File: src/rtl/sdram_master_arbiter.sv
// Two-master Avalon-MM arbiter in front of one SDRAM controller slave: m0 (video) has priority, m1 is starvation-protected.
// Zero-latency combinational command mux; a tag FIFO routes in-order read data back to the issuing master.
module sdram_master_arbiter #(
  parameter int ADDR_W     = 25,
  parameter int DATA_W     = 16,
  parameter int MAX_OUTSTD = 8,
  parameter int M0_HOLD    = 16
) (
  input  logic                clk,
  input  logic                reset,
  input  logic [ADDR_W-1:0]   m0_address,
  input  logic                m0_read,
  output logic                m0_waitrequest,
  output logic [DATA_W-1:0]   m0_readdata,
  output logic                m0_readdatavalid,
  input  logic [ADDR_W-1:0]   m1_address,
  input  logic                m1_read,
  input  logic                m1_write,
  input  logic [DATA_W-1:0]   m1_writedata,
  input  logic [DATA_W/8-1:0] m1_byteenable,
  output logic                m1_waitrequest,
  output logic [DATA_W-1:0]   m1_readdata,
  output logic                m1_readdatavalid,
  output logic [ADDR_W-1:0]   s_address,
  output logic                s_read,
  output logic                s_write,
  output logic [DATA_W-1:0]   s_writedata,
  output logic [DATA_W/8-1:0] s_byteenable,
  input  logic                s_waitrequest,
  input  logic [DATA_W-1:0]   s_readdata,
  input  logic                s_readdatavalid,
  output logic                err_orphan
);
  localparam int CNT_W = $clog2(MAX_OUTSTD + 1);
  localparam int PTR_W = (MAX_OUTSTD > 1) ? $clog2(MAX_OUTSTD) : 1;
  localparam int STV_W = $clog2(M0_HOLD + 1);
  localparam logic [CNT_W-1:0] CNT_FULL = CNT_W'(MAX_OUTSTD);
  localparam logic [STV_W-1:0] STV_MAX  = STV_W'(M0_HOLD);

  typedef enum logic {ST_OPEN = 1'b0, ST_LOCKED = 1'b1} lock_e;

  lock_e            lock_q, lock_d;
  logic             owner_q, owner_d;
  logic [STV_W-1:0] starve_q, starve_d;
  logic [CNT_W-1:0] count_q, count_d;
  logic [PTR_W-1:0] wr_ptr_q, wr_ptr_d, rd_ptr_q, rd_ptr_d;
  logic             orphan_q, orphan_d;
  logic             tag_q [MAX_OUTSTD];
  logic             req1, full, m0_elig, m1_elig, sel, cmd_vld, accept, push, pop;

  always_comb begin
    req1    = m1_read | m1_write;
    full    = (count_q == CNT_FULL);
    m0_elig = m0_read & ~full;
    m1_elig = m1_write | (m1_read & ~full);
    // A stalled command keeps the mux frozen until the slave takes it.
    if (lock_q == ST_LOCKED)                                  sel = owner_q;
    else if (m1_elig && (!m0_elig || starve_q == STV_MAX))    sel = 1'b1;
    else if (m0_elig)                                         sel = 1'b0;
    else                                                      sel = owner_q;

    s_read       = ~reset & ~full & (sel ? m1_read : m0_read);
    s_write      = ~reset & sel & m1_write;
    s_address    = sel ? m1_address : m0_address;
    s_writedata  = m1_writedata;
    s_byteenable = sel ? m1_byteenable : '1;
    cmd_vld      = s_read | s_write;
    accept       = cmd_vld & ~s_waitrequest;
    m0_waitrequest = ~(accept & ~sel);
    m1_waitrequest = ~(accept & sel);

    push = accept & s_read;
    pop  = ~reset & s_readdatavalid & (count_q != '0);
    m0_readdatavalid = pop & ~tag_q[rd_ptr_q];
    m1_readdatavalid = pop & tag_q[rd_ptr_q];
    m0_readdata = s_readdata;
    m1_readdata = s_readdata;
    err_orphan  = orphan_q;

    lock_d = lock_q;
    if (cmd_vld) lock_d = s_waitrequest ? ST_LOCKED : ST_OPEN;
    owner_d = sel;

    starve_d = starve_q;
    if (accept && sel)                                  starve_d = '0;
    else if (accept && req1 && starve_q != STV_MAX)     starve_d = starve_q + 1'b1;

    count_d = count_q;
    if (push && !pop)      count_d = count_q + 1'b1;
    else if (!push && pop) count_d = count_q - 1'b1;
    wr_ptr_d = push ? wr_ptr_q + 1'b1 : wr_ptr_q;
    rd_ptr_d = pop  ? rd_ptr_q + 1'b1 : rd_ptr_q;
    orphan_d = orphan_q | (~reset & s_readdatavalid & (count_q == '0));
  end

  always_ff @(posedge clk) begin
    if (reset) begin
      lock_q   <= ST_OPEN;
      owner_q  <= 1'b0;
      starve_q <= '0;
      count_q  <= '0;
      wr_ptr_q <= '0;
      rd_ptr_q <= '0;
      orphan_q <= 1'b0;
    end else begin
      lock_q   <= lock_d;
      owner_q  <= owner_d;
      starve_q <= starve_d;
      count_q  <= count_d;
      wr_ptr_q <= wr_ptr_d;
      rd_ptr_q <= rd_ptr_d;
      orphan_q <= orphan_d;
      if (push) tag_q[wr_ptr_q] <= sel;
    end
  end
endmodule

File: config.mk
export PLATFORM = sky130hd
export DESIGN_NAME = sdram_master_arbiter
export DESIGN_NICKNAME = d
export VERILOG_FILES = /design/src/rtl/sdram_master_arbiter.sv
export SDC_FILE = /design/constraint.sdc
export NUM_CORES = 1
export LEC_CHECK = 0
export BUFFER_PORTS_ARGS = -buffer_cell sky130_fd_sc_hd__buf_2
export CORE_MARGIN = 1.5
export CORE_UTILIZATION = 43
export DETAILED_ROUTE_END_ITERATION = 8
export PLACE_DENSITY = 0.86
export SETUP_SLACK_MARGIN = 0.2
export SLEW_MARGIN = 25
export SYNTH_ARGS = -nofsm -noshare
export SYNTH_HDL_FRONTEND = slang
export SYNTH_SLANG_ARGS = --single-unit
File: constraint.sdc
create_clock -name clk -period 8.3 [get_ports clk]
set_input_delay 0.83 -clock clk [delete_from_list [all_inputs] [get_ports clk]]
set_output_delay 0.83 -clock clk [all_outputs]
set_load 0.05 [all_outputs]
# Yosys cells after proc, flatten, opt, wreduce, memory -nomap -nowiden
# Memories as Yosys holds them, arrays and structs flattened. A register that Yosys moved wholly into a read port is not among the register bits.
# Index checks and enable logic that the tools add are counted.
[totals] ram_bits=8 in_bits=91 elab_cells=70 mem_count=1 output_inout_bits=82 reg_bits=18
[op_classes] n_reduce_logical=14 addsub=5 n_bitwise=26 n_eq_ne=3 muxes=14
[mem_list] name="tag_q" words=8 word_bits=1 rd=1 rd_clocked_by_memory_dff=1 wr=1 line_no="48" rtl="logic tag_q [MAX_OUTSTD];"
[op_table] cell="$mux W25" n=1
[op_table] cell="$and A1 B1 Y1" n=15
[op_table] cell="$mux W1" n=8
[op_table] cell="$mux W4" n=2
[op_table] cell="$not A1 Y1" n=7
[op_table] cell="$add A3 B1 Y3 const B" n=2
[op_table] cell="$logic_and A1 B1 Y1" n=6
[op_table] cell="$mux W3" n=2
[op_table] cell="$add A5 B1 Y5 const B" n=1
[op_table] cell="$eq A5 B5 Y1 const B" n=1
[op_table] cell="$ne A5 B5 Y1 const B" n=1
[op_table] cell="$add A4 B1 Y4 const B" n=1
[op_table] cell="$eq A4 B4 Y1 const B" n=1
[op_table] cell="$logic_not A4 Y1" n=1
[op_table] cell="$or A1 B1 Y1" n=4
[op_table] cell="$reduce_bool A4 Y1" n=1
[op_table] cell="$sub A4 B1 Y4 const B" n=1
[op_table] cell="$logic_not A1 Y1" n=3
[op_table] cell="$mux W2" n=1
[op_table] cell="$reduce_bool A2 Y1" n=1
[op_table] cell="$reduce_or A2 Y1" n=1
[op_table] cell="$logic_or A1 B1 Y1" n=1

# Longest topological paths before layout
# Gate-level depths: netlist of run 1.
[logic_depth] word_depth=17 depth_mapped=14 ltp_nobuf=14

# Least setup slack after synthesis of run 1
# OpenSTA, ideal clock, no wires.
[synth_timing] path_kind="input to output" start="input port m1_write" end="output port s_read" path_buffers=1 required_ps=7470 setup_slack_ps=4701 path_stages=5 arrival_ps=2769 path_cell_list="a21oi_1 a22oi_2 buf_6 mux2i_1 nor3_1"
[synth_between] elab_chain_len=6
[synth_rtl] element="start: declaration" line_no="18" rtl="input logic m1_write,"
[synth_rtl] element="$or A1 B1 Y1" line_no="55" rtl="m1_elig = m1_write | (m1_read & ~full);"
[synth_rtl] element="$logic_and A1 B1 Y1" line_no="58" rtl="else if (m1_elig && (!m0_elig || starve_q == STV_MAX)) sel = 1'b1;"
[synth_rtl] element="$mux W1" line_no="58"
[synth_rtl] element="$mux W1" line_no="57" rtl="if (lock_q == ST_LOCKED) sel = owner_q;"
[synth_rtl] element="via owner_d" line_no="43" rtl="logic owner_q, owner_d;"
[synth_rtl] element="$mux W1" line_no="62" rtl="s_read = ~reset & ~full & (sel ? m1_read : m0_read);"
[synth_rtl] element="$and A1 B1 Y1" line_no="62"
[synth_rtl] element="end: declaration" line_no="25" rtl="output logic s_read,"
# The timed path passes the listed nets, and every way through them passes these cells.

# Final worst setup path of run 1
[layout_timing] start="register starve_q[0]" end="output port s_address[1]"
[layout_between] elab_chain_len=6
[layout_rtl] element="start: declaration" line_no="44" rtl="logic [STV_W-1:0] starve_q, starve_d;"
[layout_rtl] element="start signal: assignment" line_no="108" rtl="starve_q <= starve_d;"
[layout_rtl] element="$eq A5 B5 Y1" line_no="58"
[layout_rtl] element="$logic_or A1 B1 Y1" line_no="58"
[layout_rtl] element="$logic_and A1 B1 Y1" line_no="58"
[layout_rtl] element="$mux W1" line_no="58"
[layout_rtl] element="$mux W1" line_no="57"
[layout_rtl] element="$mux W25" line_no="64" rtl="s_address = sel ? m1_address : m0_address;"
[layout_rtl] element="end: declaration" line_no="24" rtl="output logic [ADDR_W-1:0] s_address,"
# Every way passes these cells.

==> metrics, run 1 <==
result of the run=finished clean; worst path arrival time=3.23 ns; maximum fanout count along the critical path=24; count of mapped cells out of synthesis=between 200 and 250; mean routed wirelength per cell=15.0 um; DRC errors left=0; setup TNS=0 ns; Max Clock Freq=between 0.2 and 0.25 GHz; mean area per synthesized cell=between 9 and 10 sq um; sequential area share after synthesis=roughly 30%; core utilization of the finished layout=about half; buffer levels on the longest clock path=2; PortBufs=92; Inserted Diodes=0; post-DR vias/cell=5.19; largest cells by area after synthesis=sky130_fd_sc_hd__dfxtp_1, sky130_fd_sc_hd__buf_4, sky130_fd_sc_hd__mux2_2, sky130_fd_sc_hd__edfxtp_1, sky130_fd_sc_hd__ha_1; RSZ-0062 raised after global routing=false; setup bufs post-CTS=0; cell chosen for the clock root=sky130_fd_sc_hd__clkbuf_8; crit path capture type=output pin; HPWL reported at the end of detailed placement=about 4100 um; number of antenna violations at the first check in global routing=0; clock buffer count from CTS=5; floorplan die width=around 75 um; count of endpoints failing hold in the final timing report=0; Worst-path clk slew=0.07 ns; Placer Congestion=0.857; worst setup slack before clock tree synthesis=4.51 ns; clk_skew=0.00749 ns; synthesized cell area=2200 sq um; share of final-layout standard cells stronger than drive strength 1=50.0%; via count=1779; period utilisation layout=between 40% and 50%; starting DRC count in detailed routing=80; Hold/Removal Path Class=reg -> reg; dominant cell type by area after synthesis=sky130_fd_sc_hd__dfxtp_1; area growth from synthesis to final layout=10.4%; leakage component of the power=1.05 nW; number of global-route vias before repair=1662; nets=374; count of pins over their slew limit=0; count of maximum capacitance violations=0; floorplan die area=about 5600 sq um; Main synth FF type=sky130_fd_sc_hd__dfxtp_1; Slew HR=45.9%; required time of the critical path=7.47 ns; largest net degree at the start of global routing=25; top-area cell type share of the netlist area=19.1%; Std-Cell Core Area=4820 sq um; Post-CTS Hold Buffers=0; total clock sinks=29; drt total wl=approximately 5200 um; final worst-path setup slack=between 4 and 5 ns; startpoint class of the critical path=flip-flop; net count of the mapped netlist=327; first-pass GRT wire length=just under 8000 um; H-tree Lvls=2; count of different cell masters after synthesis=44; YS warnings=0; clock tree from TritonCTS=yes; overall track demand over capacity in global routing=18.9%; die height=74.5 um; number of placed I/O pins=173; Starting Density=45.7%; post-cts sizing count=0; path type of the worst setup path=reg -> out; row cnt=25; VDD IR-drop max=0.177 mV; number of setup violations in the final report=0; transition time of the tightest slew-check pin=around 0.81 ns; fillcell total=~450; minimum period implied by the final worst setup slack=4.06 ns; Yosys reg bits=29; asr flop ratio synth=0%; clk_lat worst skew=0.28 ns; number of enable-type register cells in the synthesized netlist=8; power density over the cells=285 nW/um^2; count of antenna-violating nets left after detailed routing=0; global route overflow=0; detailed-router iteration count before antenna repair=4
## kinds of logic after synthesis
family | after synthesis | share of synthesized area [%]
multiplexers | 32 | 17.1
AND/OR/NAND/NOR | 61 | 15.6
AO/OA/AOI/OAI | 31 | 10.1
adder cells (fa/ha/maj) | 8 | 4.89
buffers and inverters | 60 | 19.6
XOR/XNOR | 7 | 2.79
flip-flops | 29 | 30.0
## layout make-up
class                           count  area, sq um  share of cell area, %
Tap cell                           67         83.8                   3.45
Sequential cell                    29          661                   27.2
Clock inverter                      3         12.5                  0.515
Clock buffer                        5         68.8                   2.83
Multi-Input combinational cell    139         1110                   45.7
Inverter                            7         26.3                   1.08
Timing Repair Buffer               93          468                   19.3
## metal layers
metal / track usage (%) / vias up / wire [um] / share of wire [%]
met5: 0 / - / 0 / 0
met4: 4.85 / 0 / 37 / 0.72
met3: 8.94 / 4 / 487 / 9.4
met2: 34.3 / 107 / 2800 / 54
met1: 19.6 / 817 / 1830 / 36
li1: - / 851 / - / -
## path summary, 6_finish.rpt
check | startpoint | endpoint | slack [ns] | cells past startpoint
setup / recovery | starve_q[0] | s_address[1] | 4.24 | 8
hold / removal | err_orphan | err_orphan | 0.46 | 2
setup reg to reg | starve_q[0] | count_q[3] | 4.82 | 14
hold reg to reg | err_orphan | err_orphan | 0.46 | 2
## power by group
part / leakage [nW] / switching, mW / internal [mW]
Sequential: 0.244 / 0.0231 / 0.170
Clock: 0.0430 / 0.0541 / 0.0563
Combinational: 0.761 / 0.253 / 0.136
## through the flow
stage	hold slack (ns)	cell area [sq um]	cells	total power, mW
3_3_place_gp	0.445	2350	335	0.579
6_report	0.465	2430	343	0.693
4_1_cts	0.474	2430	343	0.700
3_5_place_dp	0.458	2350	335	0.588
2_1_floorplan	0.447	2200	228	0.571
5_1_grt	0.526	2430	343	0.734
## cells in the final DEF, fill, tap and decap left out, drive strengths merged, types with 8 or more instances in the layout
master / count
a21oi: 12
dfxtp: 21
nand2: 8
edfxtp: 8
buf: 93
mux2: 25
nor2: 16
## synthesized netlist by cell type, drive strengths merged, types with 5 or more instances
cell type	n
ha	7
dfxtp	21
xnor2	5
mux2i	5
mux2	25
nor3	7
nand2b	7
edfxtp	8
inv	7
o21ai	5
buf	51
a21oi	12
nor2	16
nand2	8
## critical path, cell delays in order (launching register included)
cell and delay (ns):
sky130_fd_sc_hd__dfxtp_1 0.34, sky130_fd_sc_hd__inv_1 0.08, sky130_fd_sc_hd__ha_1 0.13, sky130_fd_sc_hd__nor4bb_1 0.44
sky130_fd_sc_hd__o21ai_0 0.20, sky130_fd_sc_hd__a22oi_2 0.69, sky130_fd_sc_hd__buf_4 0.42, sky130_fd_sc_hd__mux2_2 0.40
sky130_fd_sc_hd__buf_2 0.22
No activity file was read; power rests on OpenSTA's default activity.
==> inputs of run 2 (changes only) <==
--- a/config.mk
+++ b/config.mk
@@ -7,9 +7,9 @@
 export LEC_CHECK = 0
 export BUFFER_PORTS_ARGS = -buffer_cell sky130_fd_sc_hd__buf_2
 export CORE_MARGIN = 1.5
-export CORE_UTILIZATION = 43
+export CORE_UTILIZATION = 40
 export DETAILED_ROUTE_END_ITERATION = 8
-export PLACE_DENSITY = 0.86
+export PLACE_DENSITY = 0.81
 export SETUP_SLACK_MARGIN = 0.2
 export SLEW_MARGIN = 25
 export SYNTH_ARGS = -nofsm -noshare
==> constraint.sdc (replaced) <==
create_clock -name clk -period 3.8 [get_ports clk]
set_input_delay 0.38 -clock clk [delete_from_list [all_inputs] [get_ports clk]]
set_output_delay 0.38 -clock clk [all_outputs]
set_load 0.05 [all_outputs]
==> run 2 against run 1 <==
Effect of this change:
- clock power rose by 130%
- non-clock buffer count rose by 1
- via count fell by 2.7%
- clock skew fell by 0.0036 ns
- utilization fell by 3.4 points
- global-route usage fell by 1.6 points
- register-to-register slack got worse by 4.2 ns
- sequential power rose by 120%
- largest power group unchanged
==> metrics, run 2 (synthesis gave the netlist of run 1 again) <==
total instance count after detailed placement=339; Slew HR=60.9%; longest individual stage delay on the worst path=0.38 ns; count of antenna-violating nets left after detailed routing=0; Sequential cell area=661 sq um; number of setup violations in the final report=0; largest net degree at the start of global routing=25; area growth from synthesis to final layout=11.4%; period utilisation layout=83.7%; area of combinational cells with multiple inputs=1110 sq um; worst reg2reg path startpoint=starve_q[0]; post-DR vias/cell=4.99; transition time of the tightest slew-check pin=0.586 ns; most common cell after layout, fill and taps aside=sky130_fd_sc_hd__buf_2; switching portion of total power=46.6%; Placer Congestion=~0.79; VDD IR-drop max=0.418 mV; Clk network pwr share=16.7%; worst path arrival time=about 3.4 ns; DRC errors left=0; number of cells on the worst hold path=3; number of standard cells in the layout, taps in and fillers out=347; result of the run=finished clean; leakage component of the power=1.06 nW; minimum period implied by the final worst setup slack=between 3 and 4 ns; count of endpoints failing hold in the final timing report=0; Worst-path clk slew=0.06 ns; share of final-layout standard cells stronger than drive strength 1=50.5%; detailed-router iteration count before antenna repair=4; clock tree from TritonCTS=yes; setup slack on the worst flop-to-flop path=0.62 ns; number of antenna violations at the first check in global routing=0; total net switching power=around 0.7 mW; Post-CTS Hold Buffers=0; crit path cell chain=inv_1 -> ha_1 -> nor4bb_1 -> a21oi_1 -> o21ai_1 -> inv_1 -> ha_1 -> inv_1 -> ha_1 -> a21o_2 -> a21oi_1 -> xnor2_1 -> or3_1 -> a21oi_1; number of cells traversed by the worst register-to-register path=14; count of maximum capacitance violations=0; startpoint class of the critical path=flip-flop; gate family responsible for the most delay along the worst path=compound AO/OA/AOI/OAI gates; H-tree Lvls=2; Std-Cell Core Area=5200 sq um; destination of the worst hold path=err_orphan; mean routed wirelength per cell=14.0 um; Hold Path Origin=s_readdatavalid; setup TNS=0 ns; total clock sinks=29; path type of the worst setup path=reg -> reg; floorplan die area=5960 sq um; die height=slightly below 80 um; nets=375; fillcell total=503; Gate power share=55.7%; drt total wl=4860 um; required time of the critical path=4.01 ns; floorplan die width=about 77 um; buffer levels on the longest clock path=2; crit path capture type=flip-flop; overall power=approximately 1.5 mW; HPWL reported at the end of detailed placement=3950 um; starting DRC count in detailed routing=39; setup bufs post-CTS=0; Hold/Removal Path Class=in -> reg; first-pass GRT wire length=8000 um; count of pins over their slew limit=0; most frequent cells in the layout=sky130_fd_sc_hd__buf_2, sky130_fd_sc_hd__mux2_2, sky130_fd_sc_hd__dfxtp_1; terminus of the critical flop-to-flop path=count_q[3]; PortBufs=92; Slowest-stage cell, CP=sky130_fd_sc_hd__nor4bb_1; clk_lat worst skew=0.28 ns; internal power component=0.817 mW; overall track demand over capacity in global routing=about 17%; cell chosen for the clock root=sky130_fd_sc_hd__clkbuf_8; via count=between 1500 and 2000; Critical path buffers and inverters=3; RSZ-0062 raised after global routing=false; number of placed I/O pins=~170; sequential group share of total power=approximately 28%; Starting Density=a little over two fifths; Inserted Diodes=0; number of global-route vias before repair=1594; maximum fanout count along the critical path=5; clock buffer count from CTS=5; Max Clock Freq=between 0.3 and 0.4 GHz; clk_skew=0.00385 ns; power density over the cells=~620 nW/um^2; row cnt=26; global route overflow=0
[run 2: changes by cell type in the layout (fill, tap and decap cells not counted)]
cell and change:
sky130_fd_sc_hd__buf_4 +1, sky130_fd_sc_hd__o21ai_0 -1, sky130_fd_sc_hd__clkinv_1 -1, sky130_fd_sc_hd__o21ai_1 +1, sky130_fd_sc_hd__clkbuf_8 +1
[run 2: worst max-delay path by stage]
stage,startpoint,to,slack (ns),depth (start not counted)
after global routing,starve_q[0],count_q[3],0.33,14
final,starve_q[0],count_q[3],0.62,14
after floorplan,starve_q[0],s_read,0.85,8
after detailed placement,starve_q[0],count_q[3],0.46,14
after global placement,m1_read,count_q[3],0.62,13
after CTS,starve_q[0],count_q[3],0.39,14
[run 2: final cells by class]
type | instances | area share [%]
clock buffers | 6 | 3.37
clock inverters | 2 | 0.357
flip-flops and latches | 29 | 27.0
well taps | 70 | 3.57
inverters | 7 | 1.07
multi-input cells | 139 | 45.3
repair buffers | 94 | 19.4
[run 2: power by group through the flow]
stage	logic [mW]	registers, mW	clock network (mW)
after floorplan	0.814	0.432	0
after global placement	0.848	0.427	0
after detailed placement	0.857	0.429	0
after CTS	0.861	0.423	0.263
after global routing	0.919	0.431	0.281
final	0.852	0.422	0.256
[run 2: worst register-to-register path: stages (launching register included)]
cell	delay, ns
sky130_fd_sc_hd__dfxtp_1	0.33
sky130_fd_sc_hd__inv_1	0.08
sky130_fd_sc_hd__ha_1	0.14
sky130_fd_sc_hd__nor4bb_1	0.38
sky130_fd_sc_hd__a21oi_1	0.16
sky130_fd_sc_hd__o21ai_1	0.32
sky130_fd_sc_hd__inv_1	0.17
sky130_fd_sc_hd__ha_1	0.25
sky130_fd_sc_hd__inv_1	0.11
sky130_fd_sc_hd__ha_1	0.24
sky130_fd_sc_hd__a21o_2	0.21
sky130_fd_sc_hd__a21oi_1	0.18
sky130_fd_sc_hd__xnor2_1	0.09
sky130_fd_sc_hd__or3_1	0.30
sky130_fd_sc_hd__a21oi_1	0.14
[run 2: what timing repair did]
action | in CTS | in global routing
resized for setup | 0 | 1
setup endpoints to repair | 0 | 1
endpoints found under the hold margin | 0 | 0
[run 2: per-layer routing]
layer  global-route usage, %  routed length (um)  up-vias
li1                        -                   -      853
met1                    19.3                1820      762
met2                    28.6                2420      111
met3                    9.52                 581        5
met4                    4.36                  44        0
met5                       0                   0        -
[run 2: through the flow]
| stage | utilization (%) | hold slack, ns | cell area [sq um] | setup slack [ns] |
|---|---|---|---|---|
| after floorplan | - | 0.447 | 2200 | 0.848 |
| after global placement | 45.3 | 0.450 | 2360 | 0.615 |
| after detailed placement | 45.3 | 0.452 | 2360 | 0.460 |
| after CTS | 47.1 | 0.341 | 2450 | 0.394 |
| after global routing | 47.1 | 0.353 | 2450 | 0.327 |
| final | 47.1 | 0.345 | 2450 | 0.620 |
==> inputs of run 3 (changes only) <==
==> constraint.sdc (replaced) <==
create_clock -name clk -period 3.12 [get_ports clk]
set_input_delay 0.312 -clock clk [delete_from_list [all_inputs] [get_ports clk]]
set_output_delay 0.312 -clock clk [all_outputs]
set_load 0.05 [all_outputs]
==> run 3 against run 2 <==
Effect of this change:
- clock power increased by 59%
- sequential power grew 22%
- critical path type is now reg -> out
- non-clock buffer count rose by 3
- clock skew grew 0.0027 ns
- cell count increased by 0.86%
- combinational power up 26%
- total power is 30% higher
==> metrics, run 3 (synthesis gave the netlist of run 1 again) <==
result of the run=finished clean; Worst-path clk slew=0.06 ns; Max Clock Freq=0.370 GHz; total net switching power=0.895 mW; Starting Density=42.3%; number of cells traversed by the worst register-to-register path=12; clock buffer count from CTS=5; H-tree Lvls=2; starting DRC count in detailed routing=98; transition time of the tightest slew-check pin=0.596 ns; total clock sinks=29; RSZ-0062 raised after global routing=false; die height=77.2 um; switching portion of total power=45.0%; first-pass GRT wire length=roughly 8000 um; number of standard cells in the layout, taps in and fillers out=350; clk_lat worst skew=~0.28 ns; clk_skew=0.00657 ns; area growth from synthesis to final layout=15.0%; Gate power share=53.6%; Inserted Diodes=0; period utilisation layout=around 87%; count of maximum capacitance violations=0; row cnt=26; worst path arrival time=between 2 and 2.5 ns; detailed-router iteration count before antenna repair=4; cell chosen for the clock root=sky130_fd_sc_hd__clkbuf_8; sequential group share of total power=roughly 26%; Hold/Removal Path Class=in -> reg; via count=between 1500 and 2000; worst reg2reg path startpoint=lock_q; required time of the critical path=roughly 2.8 ns; Clk network pwr share=20.5%; endpoint of the worst setup timing path=s_address[3]; count of pins over their slew limit=0; path type of the worst setup path=reg -> out; VDD IR-drop max=0.469 mV; setup TNS=0 ns; maximum fanout count along the critical path=24; PortBufs=92; fillcell total=roughly 510; Placer Congestion=0.789; number of antenna violations at the first check in global routing=0; startpoint class of the critical path=flip-flop; DRC errors left=0; overall track demand over capacity in global routing=17.2%; number of setup violations in the final report=0; HPWL reported at the end of detailed placement=4050 um; post-DR vias/cell=5.04; most common cell after layout, fill and taps aside=sky130_fd_sc_hd__buf_2; first element of the critical path=starve_q[0]; number of global-route vias before repair=about 1600; global route overflow=0; crit path capture type=output pin; count of endpoints failing hold in the final timing report=0; largest net degree at the start of global routing=25; drt total wl=between 5000 and 6000 um; Slew HR=about three fifths; leakage component of the power=1.09 nW; buffer levels on the longest clock path=2; Std-Cell Core Area=5200 sq um; terminus of the critical flop-to-flop path=count_q[3]; share of final-layout standard cells stronger than drive strength 1=53.6%; setup slack on the worst flop-to-flop path=0.41 ns; floorplan die area=5960 sq um; most frequent cells in the layout=sky130_fd_sc_hd__buf_2, sky130_fd_sc_hd__mux2_2, sky130_fd_sc_hd__dfxtp_1; floorplan die width=77.2 um; internal power component=1.10 mW; nets=378; mean routed wirelength per cell=approximately 14 um; clock tree from TritonCTS=yes; minimum period implied by the final worst setup slack=2.71 ns; count of antenna-violating nets left after detailed routing=0; power density over the cells=787 nW/um^2; number of placed I/O pins=173; total instance count after detailed placement=342
==> run 3: final cells by class <==
cell class | count | area [sq um] | area share [%]
inverter | 7 | 26.3 | 1.04
multi-input combinational | 139 | 1140 | 45.1
sequential | 29 | 661 | 26.1
clock inverter | 1 | 30.0 | 1.19
tap | 70 | 87.6 | 3.46
timing repair buffer | 97 | 498 | 19.7
clock buffer | 7 | 86.3 | 3.41
==> run 3: what timing repair did <==
action / in CTS / in global routing
hold buffers: 0 / 0
gates resized for setup: 1 / 8
buffers inserted: 0 / 0
endpoints found under the setup margin: 1 / 25
==> run 3: critical path: stages (launching register included) <==
cell,delay [ns]
sky130_fd_sc_hd__dfxtp_1,0.34
sky130_fd_sc_hd__inv_1,0.08
sky130_fd_sc_hd__ha_1,0.14
sky130_fd_sc_hd__nor4bb_4,0.25
sky130_fd_sc_hd__o21ai_0,0.17
sky130_fd_sc_hd__a22oi_2,0.20
sky130_fd_sc_hd__buf_4,0.31
sky130_fd_sc_hd__mux2_2,0.39
sky130_fd_sc_hd__buf_2,0.22
==> run 3: stage by stage <==
step	setup WS, ns	utilization [%]	power (mW)	area, sq um	hold WS [ns]
2_1_floorplan	0.206	-	1.52	2200	0.447
3_3_place_gp	0.250	45.8	1.56	2380	0.467
3_5_place_dp	0.163	45.8	1.58	2380	0.480
4_1_cts	0.218	48.1	2.00	2500	0.287
5_1_grt	0.229	48.6	2.10	2530	0.296
6_report	0.415	48.6	1.99	2530	0.275
==> run 3: power groups by stage <==
stage	Sequential (mW)	Clock (mW)	Combinational, mW
after floorplan	0.526	0	0.992
after global placement	0.520	0	1.04
after detailed placement	0.524	0	1.06
after CTS	0.517	0.412	1.07
after global routing	0.529	0.431	1.14
final	0.516	0.407	1.07
==> run 3: how the worst min path moves through the flow <==
| stage | slack (ns) | endpoint | cells after the start | from |
|---|---|---|---|---|
| floorplan | 0.45 | starve_q[4] | 2 | starve_q[4] |
| global placement | 0.47 | err_orphan | 2 | err_orphan |
| detailed placement | 0.48 | starve_q[4] | 2 | starve_q[4] |
| CTS | 0.29 | err_orphan | 3 | s_readdatavalid |
| global route | 0.30 | err_orphan | 3 | s_readdatavalid |
| finish | 0.28 | err_orphan | 3 | s_readdatavalid |
==> run 3: metal layers <==
layer / track usage [%] / wire length (um) / vias up
li1: - / - / 860
met1: 19.4 / 1910 / 783
met2: 28.3 / 2480 / 115
met3: 8.93 / 576 / 6
met4: 4.91 / 55 / 0
met5: 0 / 0 / -
